## src/rtl/cond_flag_unit.sv

```systemverilog
// cond_flag_unit: execute-stage NZCV register, condition evaluation, write gating,
// branch resolution with redirect, and saturating branch/mispredict statistics.
module cond_flag_unit #(
   parameter int CNT_W = 16
) (
   input  logic             clk,
   input  logic             reset,
   input  logic             StallE,
   input  logic             ValidE,
   input  logic [3:0]       CondE,
   input  logic [1:0]       FlagWriteE,
   input  logic [3:0]       ALUFlags,
   input  logic             RegWriteE,
   input  logic             MemWriteE,
   input  logic             PCSrcE,
   input  logic             BranchE,
   input  logic             PredTakenE,
   output logic [3:0]       Flags,
   output logic             CondExE,
   output logic             RegWriteGE,
   output logic             MemWriteGE,
   output logic             BranchTakenE,
   output logic             MispredictE,
   output logic             RedirectE,
   output logic             RedirectSelE,
   output logic [CNT_W-1:0] BranchCount,
   output logic [CNT_W-1:0] MispredCount
);
   logic [3:0]       flags_q, flags_d;
   logic [CNT_W-1:0] bcnt_q, bcnt_d, mcnt_q, mcnt_d;
   logic             n, z, c, v, resolve, upd;
   assign {n, z, c, v} = flags_q;
   always_comb begin
      CondExE = 1'b1;
      case (CondE)
         4'b0000: CondExE = z;
         4'b0001: CondExE = !z;
         4'b0010: CondExE = c;
         4'b0011: CondExE = !c;
         4'b0100: CondExE = n;
         4'b0101: CondExE = !n;
         4'b0110: CondExE = v;
         4'b0111: CondExE = !v;
         4'b1000: CondExE = c & !z;
         4'b1001: CondExE = !c | z;
         4'b1010: CondExE = n == v;
         4'b1011: CondExE = n != v;
         4'b1100: CondExE = !z & (n == v);
         4'b1101: CondExE = z | (n != v);
         default: CondExE = 1'b1;
      endcase
   end
   assign RegWriteGE   = RegWriteE & CondExE & ValidE;
   assign MemWriteGE   = MemWriteE & CondExE & ValidE;
   assign BranchTakenE = BranchE & CondExE & ValidE;
   assign resolve      = ValidE & BranchE & !StallE;
   assign MispredictE  = resolve & (CondExE != PredTakenE);
   assign RedirectSelE = MispredictE & !CondExE;
   // A branch owns the redirect decision; PCSrcE only matters for non-branches.
   assign RedirectE    = MispredictE | (ValidE & !StallE & !BranchE & PCSrcE & CondExE);
   assign upd          = ValidE & CondExE & !StallE;
   always_comb begin
      flags_d = {(upd & FlagWriteE[1]) ? ALUFlags[3:2] : flags_q[3:2],
                 (upd & FlagWriteE[0]) ? ALUFlags[1:0] : flags_q[1:0]};
      bcnt_d  = (resolve && bcnt_q != '1) ? bcnt_q + 1'b1 : bcnt_q;
      mcnt_d  = (MispredictE && mcnt_q != '1) ? mcnt_q + 1'b1 : mcnt_q;
   end
   always_ff @(posedge clk) begin
      if (!reset) begin
         flags_q <= '0;
         bcnt_q  <= '0;
         mcnt_q  <= '0;
      end else begin
         flags_q <= flags_d;
         bcnt_q  <= bcnt_d;
         mcnt_q  <= mcnt_d;
      end
   end
   assign Flags        = flags_q;
   assign BranchCount  = bcnt_q;
   assign MispredCount = mcnt_q;
endmodule
```

## config.mk

```make
export PLATFORM = sky130hd
export DESIGN_NAME = cond_flag_unit
export DESIGN_NICKNAME = d
export VERILOG_FILES = /design/src/rtl/cond_flag_unit.sv
export SDC_FILE = /design/constraint.sdc
export NUM_CORES = 1
export LEC_CHECK = 0
export CORE_MARGIN = 3
export CORE_UTILIZATION = 50
export DETAILED_ROUTE_END_ITERATION = 8
export PLACE_DENSITY_LB_ADDON = 0.08
export SKIP_CTS_REPAIR_TIMING = 1
export SLEW_MARGIN = 20
export SYNTH_ARGS = -nofsm -noshare
export SYNTH_HDL_FRONTEND = slang
export SYNTH_SLANG_ARGS = --single-unit
```

## constraint.sdc

```tcl
create_clock -name clk -period 5.2 [get_ports clk]
set_input_delay 1.04 -clock clk [delete_from_list [all_inputs] [get_ports clk]]
set_output_delay 1.04 -clock clk [all_outputs]
set_load 0.03 [all_outputs]
```

==> flow_metrics.py <==
metrics = {
    "status": {
        "status": "completed",
    },
    "worst_setup_path": {
        "crit_fanout": 12,
        "crit_required_ns": 4.16,
        "cp.arrival_ns": 3.95,
        "r2r_end": "MispredCount[7]",
        "cp-start-kind": "input port",
        "end_kind": "output port",
        "r2r-start": "Flags[2]",
        "r2r_cells": 8,
        "crit_type": "in2out",
        "ff2ff_setup_slack_ns": 2.60,
    },
    "routing": {
        "num_vias": 1931,
        "drtAntennaViolNets": 0,
        "vias_per_cell": 5.58,
        "wl_per_cell_microns": 13.2,
        "initialDrtViolationCount": 144,
        "wl_microns": 4570,
        "drcViolationCount": 0,
        "firstDrtPassIters": 4,
    },
    "timing": {
        "relSlewSlack_pct": 35.2,
        "period_minus_slack_ns": 4.99,
        "rsz0062_at_grt": "no",
        "setup_viol": 0,
        "slew_violations": 0,
        "fmax_mhz": 201,
        "finClkSkew_ns": 0.00623,
        "setup-tns-final_ns": 0,
        "fin_crit_sh_pct": 95.9,
        "worst_slack_ns": 0.213,
        "worstMarginPinSlew_ns": 0.970,
        "hold_viol_final": 0,
    },
    "die": {
        "start_util_pct": 53.0,
        "die_width_microns": 68.8,
        "fp.dieArea_sq_um": 4730,
        "std_cell_rows": 22,
        "io_pins": 62,
        "dieHeight_microns": 68.8,
        "core_region_area_sq_um": 3720,
    },
    "grt": {
        "grt_usage_pct": 20.2,
        "grt_pass1_vias": 1661,
        "grt_max_degree": 33,
        "grt_pass1_wl_microns": 7330,
        "antenna_found_initial": 0,
        "grt_overflow": 0,
    },
    "logic_synthesis": {
        "yosysWarnings": 0,
        "synth-adder-area-share_pct": 1.27,
        "synth_top_area_cell": "dfxtp_1",
        "synth_area_per_cell_sq_um": 8.31,
        "async_flop_share_pct": 0,
        "synth_edf_count": 0,
        "yosys-top-cells-area": "dfxtp_1 (37%), nor2_1 (5.5%), mux2i_1 (4.6%), xor2_1 (4.4%), nand2_1 (4.4%)",
        "yosysSeqAreaShare_pct": 36.6,
        "synth_top_area_share_pct": 36.6,
        "synth_simple_gate_area_share_pct": 32.1,
        "muxShareOfSynthArea_pct": 5.27,
        "synth_nets": 258,
        "syn_inst": 237,
        "synth_seq_cells": 36,
        "synth_top_family_by_area": "simple AND/OR/NAND/NOR gates",
        "synth_xor_xnor_area_share_pct": 8.45,
        "synth_compound_area_share_pct": 12.5,
        "ys_types": 43,
        "syn_area_sq_um": 1970,
        "synth_most_common_cell": "dfxtp_1",
        "synth.top_cells.by_count": "dfxtp_1 (36), nor2_1 (29), nand2_1 (23)",
        "synthFlopType": "dfxtp_1",
    },
    "power": {
        "power_leakage_nw": 0.960,
        "design_power_total_uw": 561,
        "pwr_density_cell_nw_per_um2": 208,
        "peakVddDrop_mv": 0.165,
    },
    "final_layout": {
        "fin_area_sq_um": 2690,
        "final_nets": 318,
        "drive_above_1_share_pct": 4.03,
        "diodes": 0,
        "fillCellCount": 309,
        "area_delta_synth_final_pct": 36.5,
        "final_core_util_pct": 72.4,
    },
    "clock_tree": {
        "cts_tree": "built",
        "root_buffer": "clkbuf_8",
        "clkLatencyLatePin_ns": 0.29,
        "clk_pin_slew_worst_paths_ns": 0.07,
        "clk_path_buf_depth": 2,
        "cts_buffers": 5,
        "cts.sinks": 36,
        "htreeDepth": 2,
    },
    "flow_run": {
        "maxCapViolations": 0,
    },
    "placed_design": {
        "hpwl_microns": 3350,
        "globalplace.congestion": 0.788,
        "place_area_sq_um": 2590,
        "port_buffers": 61,
        "dpl_worst_slack_ns": 0.222,
    },
    "min_path": {
        "hold_depth": 2,
        "min_from": "MispredCount[15]",
        "min_path_type": "reg2reg",
        "holdPathEnd": "MispredCount[15]",
    },
}
## power breakdown
group | switching [mW] | internal [mW] | total (mW)
clock | 0.0975 | 0.108 | 0.205
sequential | 0.00247 | 0.277 | 0.280
combinational | 0.0409 | 0.0348 | 0.0756
total | 0.141 | 0.420 | 0.561
## cells by family after synthesis
group           count (synthesis)
simple gates                  120
flops                          36
compound gates                 35
xor+xnor                       19
buf+inv                        15
mux                            10
fa+ha+maj                       2
## critical path: stages
cell             delay, ns
clkdlybuf4s50_1       0.53
and3b_1               0.24
a22oi_1               0.17
xor2_1                0.11
o311ai_2              0.68
xnor2_1               0.12
buf_4                 0.20
nor2_1                0.15
clkdlybuf4s50_1       0.70
## sequential cells by signal, indices dropped and copies added (netlist names)
signal,count
BranchCount,16
MispredCount,16
Flags,4
## layout by cell type, fill, tap and decap left out, types with 4 or more instances in the layout
master / n
mux2i_1: 9
clkbuf_8: 6
nand4_1: 6
inv_1: 5
nand3_1: 17
nor2_1: 29
dfxtp_1: 36
o211ai_1: 5
o21ai_0: 4
or3_1: 4
a21oi_1: 9
xor2_1: 10
or4_1: 10
o31ai_1: 5
and3_1: 9
clkdlybuf4s50_1: 60
xnor2_1: 9
nand2_1: 23
## routing by layer
layer | wire length [microns] | GRT usage (%)
met5 | 0 | 0
met4 | 67 | 8.03
met3 | 342 | 6.48
met2 | 2000 | 30.2
met1 | 2160 | 26.9
## worst max-delay path by stage
stage / startpoint / to / depth (start not counted)
floorplan: CondE[0] / RedirectE / 9
global placement: CondE[2] / MispredictE / 9
detailed placement: CondE[2] / MispredictE / 9
CTS: CondE[2] / MispredictE / 9
global route: CondE[2] / MispredictE / 9
finish: CondE[2] / MispredictE / 9
## final cells by class
type | instances | area (sq um) | share of cell area, %
Tap cell | 48 | 60.1 | 2.23
Sequential cell | 36 | 721 | 26.8
Clock buffer | 7 | 86.3 | 3.21
Inverter | 5 | 18.8 | 0.698
Timing Repair Buffer | 63 | 623 | 23.2
Clock inverter | 1 | 7.51 | 0.279
Multi-Input combinational cell | 186 | 1170 | 43.6
## through the flow
stage	hold slack (ns)	instances
4_1_cts	0.492	346
3_3_place_gp	0.476	338
5_1_grt	0.540	346
2_1_floorplan	0.599	237
3_5_place_dp	0.485	338
6_report	0.490	346
Note: power is estimated with default switching activity, not from simulation.
